$ cat src/rtl/dm_port_arbiter.sv
// Two-port arbiter in front of a fixed-latency data memory: port 0 has priority,
// a saturating starvation counter forces a port-1 grant after STARVE_LIMIT port-0 wins.
module dm_port_arbiter #(
    parameter int MEM_LAT      = 2,
    parameter int STARVE_LIMIT = 3
) (
    input  logic        CLK,
    input  logic        RESET,

    input  logic        req0_valid,
    input  logic        req0_write,
    input  logic [31:0] req0_addr,
    input  logic [31:0] req0_wdata,
    input  logic [1:0]  req0_size,
    output logic        req0_ready,
    output logic        req0_rvalid,
    output logic [31:0] req0_rdata,

    input  logic        req1_valid,
    input  logic        req1_write,
    input  logic [31:0] req1_addr,
    input  logic [31:0] req1_wdata,
    input  logic [1:0]  req1_size,
    output logic        req1_ready,
    output logic        req1_rvalid,
    output logic [31:0] req1_rdata,

    output logic [31:0] dm_addr,
    output logic [31:0] dm_wdata,
    output logic [1:0]  dm_size,
    output logic        dm_read,
    output logic        dm_write,
    input  logic [31:0] dm_rdata
);

    typedef enum logic [1:0] {
        S_IDLE = 2'd0,
        S_BUSY = 2'd1,
        S_RESP = 2'd2
    } state_t;

    localparam logic [3:0] LAT_INIT  = 4'(MEM_LAT - 1);
    localparam logic [3:0] STARVE_LV = 4'(STARVE_LIMIT);

    state_t      r_state;
    logic        r_owner;
    logic        r_write;
    logic [31:0] r_addr;
    logic [31:0] r_wdata;
    logic [1:0]  r_size;
    logic [3:0]  r_lat_cnt;
    logic [3:0]  r_starve_cnt;
    logic [31:0] r_rdata0;
    logic [31:0] r_rdata1;

    logic        w_idle;
    logic        w_busy;
    logic        w_resp;
    logic        w_trip;
    logic        w_grant0;
    logic        w_grant1;

    // Ready is combinational, so it must also be masked while reset is held.
    assign w_idle   = (r_state == S_IDLE) && RESET;
    assign w_busy   = (r_state == S_BUSY);
    assign w_resp   = (r_state == S_RESP);
    assign w_trip   = (STARVE_LIMIT != 0) && (r_starve_cnt == STARVE_LV);
    assign w_grant1 = w_idle && req1_valid && (!req0_valid || w_trip);
    assign w_grant0 = w_idle && req0_valid && !w_grant1;

    assign req0_ready  = w_grant0;
    assign req1_ready  = w_grant1;
    assign req0_rvalid = w_resp && !r_owner;
    assign req1_rvalid = w_resp && r_owner;
    assign req0_rdata  = r_rdata0;
    assign req1_rdata  = r_rdata1;

    assign dm_addr  = w_busy ? r_addr  : 32'd0;
    assign dm_wdata = w_busy ? r_wdata : 32'd0;
    assign dm_size  = w_busy ? r_size  : 2'd0;
    assign dm_read  = w_busy && !r_write;
    assign dm_write = w_busy && r_write;

    always_ff @(posedge CLK or negedge RESET) begin
        if (!RESET) begin
            r_state      <= S_IDLE;
            r_owner      <= 1'b0;
            r_write      <= 1'b0;
            r_addr       <= 32'd0;
            r_wdata      <= 32'd0;
            r_size       <= 2'd0;
            r_lat_cnt    <= 4'd0;
            r_starve_cnt <= 4'd0;
            r_rdata0     <= 32'd0;
            r_rdata1     <= 32'd0;
        end else begin
            case (r_state)
                S_IDLE: begin
                    if (w_grant0 || w_grant1) begin
                        r_owner   <= w_grant1;
                        r_write   <= w_grant1 ? req1_write : req0_write;
                        r_addr    <= w_grant1 ? req1_addr  : req0_addr;
                        r_wdata   <= w_grant1 ? req1_wdata : req0_wdata;
                        r_size    <= w_grant1 ? req1_size  : req0_size;
                        r_lat_cnt <= LAT_INIT;
                        r_state   <= S_BUSY;
                        // Only a port-0 win over a waiting port 1 counts as starvation.
                        if (w_grant0 && req1_valid) begin
                            if (r_starve_cnt != 4'd15) begin
                                r_starve_cnt <= r_starve_cnt + 4'd1;
                            end
                        end else begin
                            r_starve_cnt <= 4'd0;
                        end
                    end
                end
                S_BUSY: begin
                    if (r_lat_cnt == 4'd0) begin
                        if (r_owner) begin
                            r_rdata1 <= r_write ? 32'd0 : dm_rdata;
                        end else begin
                            r_rdata0 <= r_write ? 32'd0 : dm_rdata;
                        end
                        r_state <= S_RESP;
                    end else begin
                        r_lat_cnt <= r_lat_cnt - 4'd1;
                    end
                end
                S_RESP: begin
                    r_state <= S_IDLE;
                end
                default: begin
                    r_state <= S_IDLE;
                end
            endcase
        end
    end

endmodule

$ cat config.mk
export PLATFORM = sky130hd
export DESIGN_NAME = dm_port_arbiter
export DESIGN_NICKNAME = d
export VERILOG_FILES = /design/src/rtl/dm_port_arbiter.sv
export SDC_FILE = /design/constraint.sdc
export NUM_CORES = 1
export LEC_CHECK = 0
export ABC_CLOCK_PERIOD_IN_PS = 1700
export BUFFER_PORTS_ARGS = -buffer_cell sky130_fd_sc_hd__buf_2
export CORE_ASPECT_RATIO = 0.8
export CORE_MARGIN = 2
export CORE_UTILIZATION = 30
export DETAILED_ROUTE_END_ITERATION = 8
export GPL_TIMING_DRIVEN = 0
export HOLD_SLACK_MARGIN = 0.02
export PLACE_DENSITY_LB_ADDON = 0.1
export SYNTH_ARGS = -nofsm -noshare
export SYNTH_HDL_FRONTEND = slang
export SYNTH_SLANG_ARGS = --single-unit
$ cat constraint.sdc
create_clock -name CLK -period 1.7 [get_ports CLK]
set_input_delay 0 -clock CLK [delete_from_list [all_inputs] [get_ports CLK]]
set_output_delay 0 -clock CLK [all_outputs]
set_load 0.02 [all_outputs]
==> report_table.html <==
<table>
<tr><th>Metric</th><th>Value</th></tr>
<tr><th colspan="2">Status</th></tr>
<tr><td>Status</td><td>finished with violations</td></tr>
<tr><td>Violated checks</td><td>negative hold slack, negative setup slack</td></tr>
<tr><th colspan="2">Critical path</th></tr>
<tr><td>Worst setup EP type</td><td>register</td></tr>
<tr><td>Setup Crit Path Kind</td><td>reg -&gt; reg</td></tr>
<tr><td>Worst-path cell chain</td><td>inv_2 &gt; ha_1 &gt; or3b_4 &gt; or3_4 &gt; buf_12 &gt; buf_12 &gt; nand2_1 &gt; o21ai_1</td></tr>
<tr><td>R2R depth</td><td>8</td></tr>
<tr><td>Worst r2r src</td><td>r_lat_cnt[0]</td></tr>
<tr><td>Worst Path Required</td><td>roughly 2.0 ns</td></tr>
<tr><td>Max stage delay cell, worst path</td><td>or3b_4</td></tr>
<tr><td>Maximum fanout along the worst path</td><td>10</td></tr>
<tr><td>Most used cell, CP</td><td>buf_12</td></tr>
<tr><td>Destination of the worst register-to-register timing path</td><td>req0_rdata[6]</td></tr>
<tr><td>Arrival time of data at the critical path endpoint</td><td>2.24 ns</td></tr>
<tr><td>Peak per-stage delay on the critical path</td><td>0.40 ns</td></tr>
<tr><td>Reg2Reg Setup Slack</td><td>-0.23 ns</td></tr>
<tr><td>Launching element type of the critical path</td><td>register</td></tr>
<tr><th colspan="2">Placement</th></tr>
<tr><td>Cell Count Post-Placement</td><td>1,351</td></tr>
<tr><td>Port Buffer Count</td><td>slightly above 300</td></tr>
<tr><td>Placed wire-length estimate after detailed placement</td><td>between 15,000 and 20,000 um</td></tr>
<tr><td>RePlAce Congestion</td><td>roughly 0.81</td></tr>
<tr><td>Placed Area</td><td>0.00875 sq mm</td></tr>
<tr><th colspan="2">Power and ir drop</th></tr>
<tr><td>Internal cell power</td><td>14.1 mW</td></tr>
<tr><td>Clock network power share</td><td>16.2%</td></tr>
<tr><td>Combinational group share of total power</td><td>58.8%</td></tr>
<tr><td>Leakage power</td><td>6.70 nW</td></tr>
<tr><td>VDD IR max</td><td>857 uV</td></tr>
<tr><td>Sequential share of power</td><td>between 20% and 30%</td></tr>
<tr><td>Net Sw Frac</td><td>between 40% and 50%</td></tr>
<tr><td>Cell area power density</td><td>1740 mW/mm^2</td></tr>
<tr><td>Total net switching power</td><td>9.72 mW</td></tr>
<tr><th colspan="2">STA</th></tr>
<tr><td>Hold violation total from the final report</td><td>between 60 and 70</td></tr>
<tr><td>Normalized max-slew margin</td><td>54.1%</td></tr>
<tr><td>Worst-case clock skew</td><td>0.0119 ns</td></tr>
<tr><td>Count of final setup violators</td><td>151</td></tr>
<tr><td>Setup Total Neg Slack</td><td>-17.05 ns</td></tr>
<tr><td>RSZ-0062 raised after global routing</td><td>yes</td></tr>
<tr><td>Setup WS post-layout</td><td>-0.232 ns</td></tr>
<tr><td>Peak Freq</td><td>518 MHz</td></tr>
<tr><td>Transition time at the pin with the least slew margin</td><td>slightly below 0.7 ns</td></tr>
<tr><td>Minimum clock period</td><td>1.93 ns</td></tr>
<tr><td>Final Max Tran Viols</td><td>0</td></tr>
<tr><td>Fin crit share</td><td>114%</td></tr>
<tr><td>Smallest hold slack</td><td>-0.496 ns</td></tr>
<tr><th colspan="2">Cells and area</th></tr>
<tr><td>Fillers</td><td>1,872</td></tr>
<tr><td>Area of combinational cells with multiple inputs</td><td>0.00390 sq mm</td></tr>
<tr><td>Fraction of layout cells with a size suffix above 1</td><td>53.7%</td></tr>
<tr><td>Number of inserted diodes</td><td>0</td></tr>
<tr><td>Post-route non-filler standard cell count</td><td>1,608</td></tr>
<tr><td>Sequential cell area</td><td>0.00356 sq mm</td></tr>
<tr><td>Final layout net count</td><td>1,462</td></tr>
<tr><td>Post-route core utilization</td><td>61.3%</td></tr>
<tr><td>Post-route cell area</td><td>about 0.014 sq mm</td></tr>
<tr><td>Area growth syn-to-layout</td><td>103%</td></tr>
<tr><th colspan="2">Logic synthesis</th></tr>
<tr><td>Cell count after synthesis</td><td>739</td></tr>
<tr><td>Post-synthesis cell type count</td><td>35</td></tr>
<tr><td>Library cell with the largest summed area after synthesis</td><td>dfrtp_1</td></tr>
<tr><td>Proportion of synthesized flip-flops having asynchronous set or reset</td><td>100%</td></tr>
<tr><td>Synth top cells by count</td><td>142 x dfrtp_1, 134 x a21oi_1, 107 x nand2_1</td></tr>
<tr><td>Post-synthesis net count</td><td>912</td></tr>
<tr><td>Leading cell type by number of instances after synthesis</td><td>dfrtp_1</td></tr>
<tr><td>Share of synthesized area occupied by flip-flops and latches</td><td>between 50% and 60%</td></tr>
<tr><td>Post-synth EDFFs</td><td>0</td></tr>
<tr><td>Yosys synthesis warning count</td><td>0</td></tr>
<tr><td>Area fraction of the dominant cell type after synthesis</td><td>52.6%</td></tr>
<tr><td>Synth Area per Inst</td><td>a little over 9 sq um</td></tr>
<tr><td>Yosys reg bits</td><td>142</td></tr>
<tr><td>Combined area of all synthesized cells</td><td>0.00675 sq mm</td></tr>
<tr><td>Biggest area contributors in the synthesized netlist</td><td>dfrtp_1 53%, a21oi_1 9.9%, and2_1 6.2%</td></tr>
<tr><td>Commonest register cell after synthesis</td><td>dfrtp_1</td></tr>
<tr><th colspan="2">Clocking</th></tr>
<tr><td>Max clock buf depth</td><td>2</td></tr>
<tr><td>Clock slew seen by the registers of the worst setup and hold paths</td><td>0.07 ns</td></tr>
<tr><td>Cts bufs inserted</td><td>17</td></tr>
<tr><td>H-Tree Depth</td><td>4</td></tr>
<tr><td>Sinks on the clock net</td><td>around 140</td></tr>
<tr><td>Buffer cell driving the clock tree root</td><td>clkbuf_16</td></tr>
<tr><td>Worst-skew pair later-pin latency</td><td>~0.43 ns</td></tr>
<tr><td>TritonCTS clock tree</td><td>built</td></tr>
<tr><th colspan="2">Route</th></tr>
<tr><td>Vias after detailed routing</td><td>7,342</td></tr>
<tr><td>Residual DRC count</td><td>0</td></tr>
<tr><td>Total wire length after detailed routing</td><td>27,200 um</td></tr>
<tr><td>Number of optimization iterations in the first detailed-route pass</td><td>4</td></tr>
<tr><td>Starting DRC count in detailed routing</td><td>approximately 270</td></tr>
<tr><td>WL/cell</td><td>16.9 um</td></tr>
<tr><td>Via-per-instance ratio</td><td>~4.6</td></tr>
<tr><td>DRT antenna net count</td><td>0</td></tr>
<tr><th colspan="2">GRT</th></tr>
<tr><td>Maximum number of pins on one net before global-route repair</td><td>67</td></tr>
<tr><td>Remaining global-route overflow</td><td>0</td></tr>
<tr><td>First-pass GRT wire length</td><td>between 40,000 and 50,000 um</td></tr>
<tr><td>Antenna violations before repair</td><td>0</td></tr>
<tr><td>Total track usage</td><td>22.4%</td></tr>
<tr><td>Met2 layer usage reported by global route</td><td>37.6%</td></tr>
<tr><td>Fraction of met3 tracks used by global routing</td><td>approximately 6.0%</td></tr>
<tr><td>Met1 Track Usage GR</td><td>28.0%</td></tr>
<tr><td>Vias in the first global route</td><td>7,947</td></tr>
<tr><td>Highest-utilization routing layer at the global route stage</td><td>met2</td></tr>
<tr><th colspan="2">Floorplan</th></tr>
<tr><td>Area of the core region</td><td>~0.022 sq mm</td></tr>
<tr><td>Chip width</td><td>172 um</td></tr>
<tr><td>Die area</td><td>0.0237 sq mm</td></tr>
<tr><td>Standard-cell rows</td><td>49</td></tr>
<tr><td>Die Height</td><td>138 um</td></tr>
<tr><td>Effective utilization at floorplan</td><td>~30%</td></tr>
<tr><td>Boundary pin count</td><td>306</td></tr>
<tr><th colspan="2">Run</th></tr>
<tr><td>Max-cap check violation count</td><td>0</td></tr>
<tr><th colspan="2">Min path</th></tr>
<tr><td>Worst hold path class</td><td>in -&gt; async</td></tr>
</table>
==> power groups by stage <==
| stage | sequential (mW) | clock, mW | combinational, mW |
|---|---|---|---|
| 2_1_floorplan | 6.57 | 0 | 5.09 |
| 4_1_cts | 5.88 | 3.96 | 13.0 |
| 5_1_grt | 6.13 | 4.14 | 15.0 |
| 3_3_place_gp | 5.80 | 0 | 9.18 |
| 6_report | 5.94 | 3.87 | 14.0 |
| 3_5_place_dp | 5.82 | 0 | 9.16 |
==> area by class of cell <==
cell class                      count  area share [%]
Clock buffer                       17            3.11
Tap cell                          306            2.80
Inverter                           36            1.01
Sequential cell                   142            26.0
Multi-Input combinational cell    513            28.5
Timing Repair Buffer              536            33.0
Buffer                             43            4.44
Clock inverter                     15            1.24
==> logic make-up after synthesis <==
group,count (synthesis),share of synthesized area [%]
AOI/OAI and AO/OA,174,14.4
buffers and inverters,85,5.85
adders and majority gates,3,0.556
xor gates and xnor gates,2,0.259
DFF,142,52.6
muxes,34,5.08
and+or+nand+nor,299,21.2
==> critical path, delay by kind of cell, from the launching register on <==
family	cells	cell delay, ns
adder cells (fa/ha/maj)	1	0.14
buffers and inverters	3	0.37
AO/OA/AOI/OAI	1	0.06
flip-flops	1	0.39
AND/OR/NAND/NOR	3	0.85
==> stage by stage <==
stage,total power [mW],worst slack [ns],hold slack (ns)
after detailed placement,15.0,-1.06,0.0473
after global placement,15.0,-2.82,0.240
after CTS,22.8,-0.185,-0.473
final,23.8,-0.232,-0.496
after floorplan,11.7,-0.0922,-0.296
after global routing,25.3,-0.287,-0.469
==> worst max path at each step <==
stage                                from             to  slack [ns]  cells after the start
after floorplan              r_lat_cnt[0]  req0_rdata[0]       -0.09                      8
after global placement              RESET      r_addr[6]       -2.82                      8
final                        r_lat_cnt[0]  req0_rdata[6]       -0.23                      8
after CTS                 r_starve_cnt[1]     req0_ready       -0.19                      6
after detailed placement            RESET     r_addr[18]       -1.06                      7
after global routing         r_lat_cnt[0]  req0_rdata[6]       -0.29                      8
==> state kept, by name, summed over array words and instances, names as in the netlist <==
signal        flops
r_addr           32
r_wdata          32
r_owner           1
r_lat_cnt         4
req1_rdata       32
r_size            2
req0_rdata       32
r_starve_cnt      4
r_state           2
r_write           1
==> placed cells by master, fill, tap and decap left out, types with 24 or more instances in the layout <==
cell type / n
clkbuf_16: 27
nand2_1: 57
buf_6: 79
mux2i_1: 32
inv_1: 33
o21ai_2: 24
dfrtp_1: 140
buf_2: 246
a21oi_2: 72
nor2_1: 71
a21oi_1: 30
nand2_2: 36
dlygate4sd3_1: 168
nand2b_1: 35
and2_4: 57
a21oi_4: 32
==> repair_timing <==
action	4_1_cts	5_1_grt
endpoints found under the hold margin	234	103
buffers inserted	36	13
gates resized for setup	360	197
endpoints found under the setup margin	209	200
pin swaps	118	91
hold buffers	167	2
gates cloned	18	2
==> per-layer routing <==
| layer | wire length, um | part of all wire [%] |
|---|---|---|
| met1 | 11700 | 43 |
| met4 | 421 | 1.5 |
| met2 | 13500 | 50 |
| met5 | 0 | 0 |
| met3 | 1570 | 5.8 |
No activity file was read; power rests on OpenSTA's default activity.
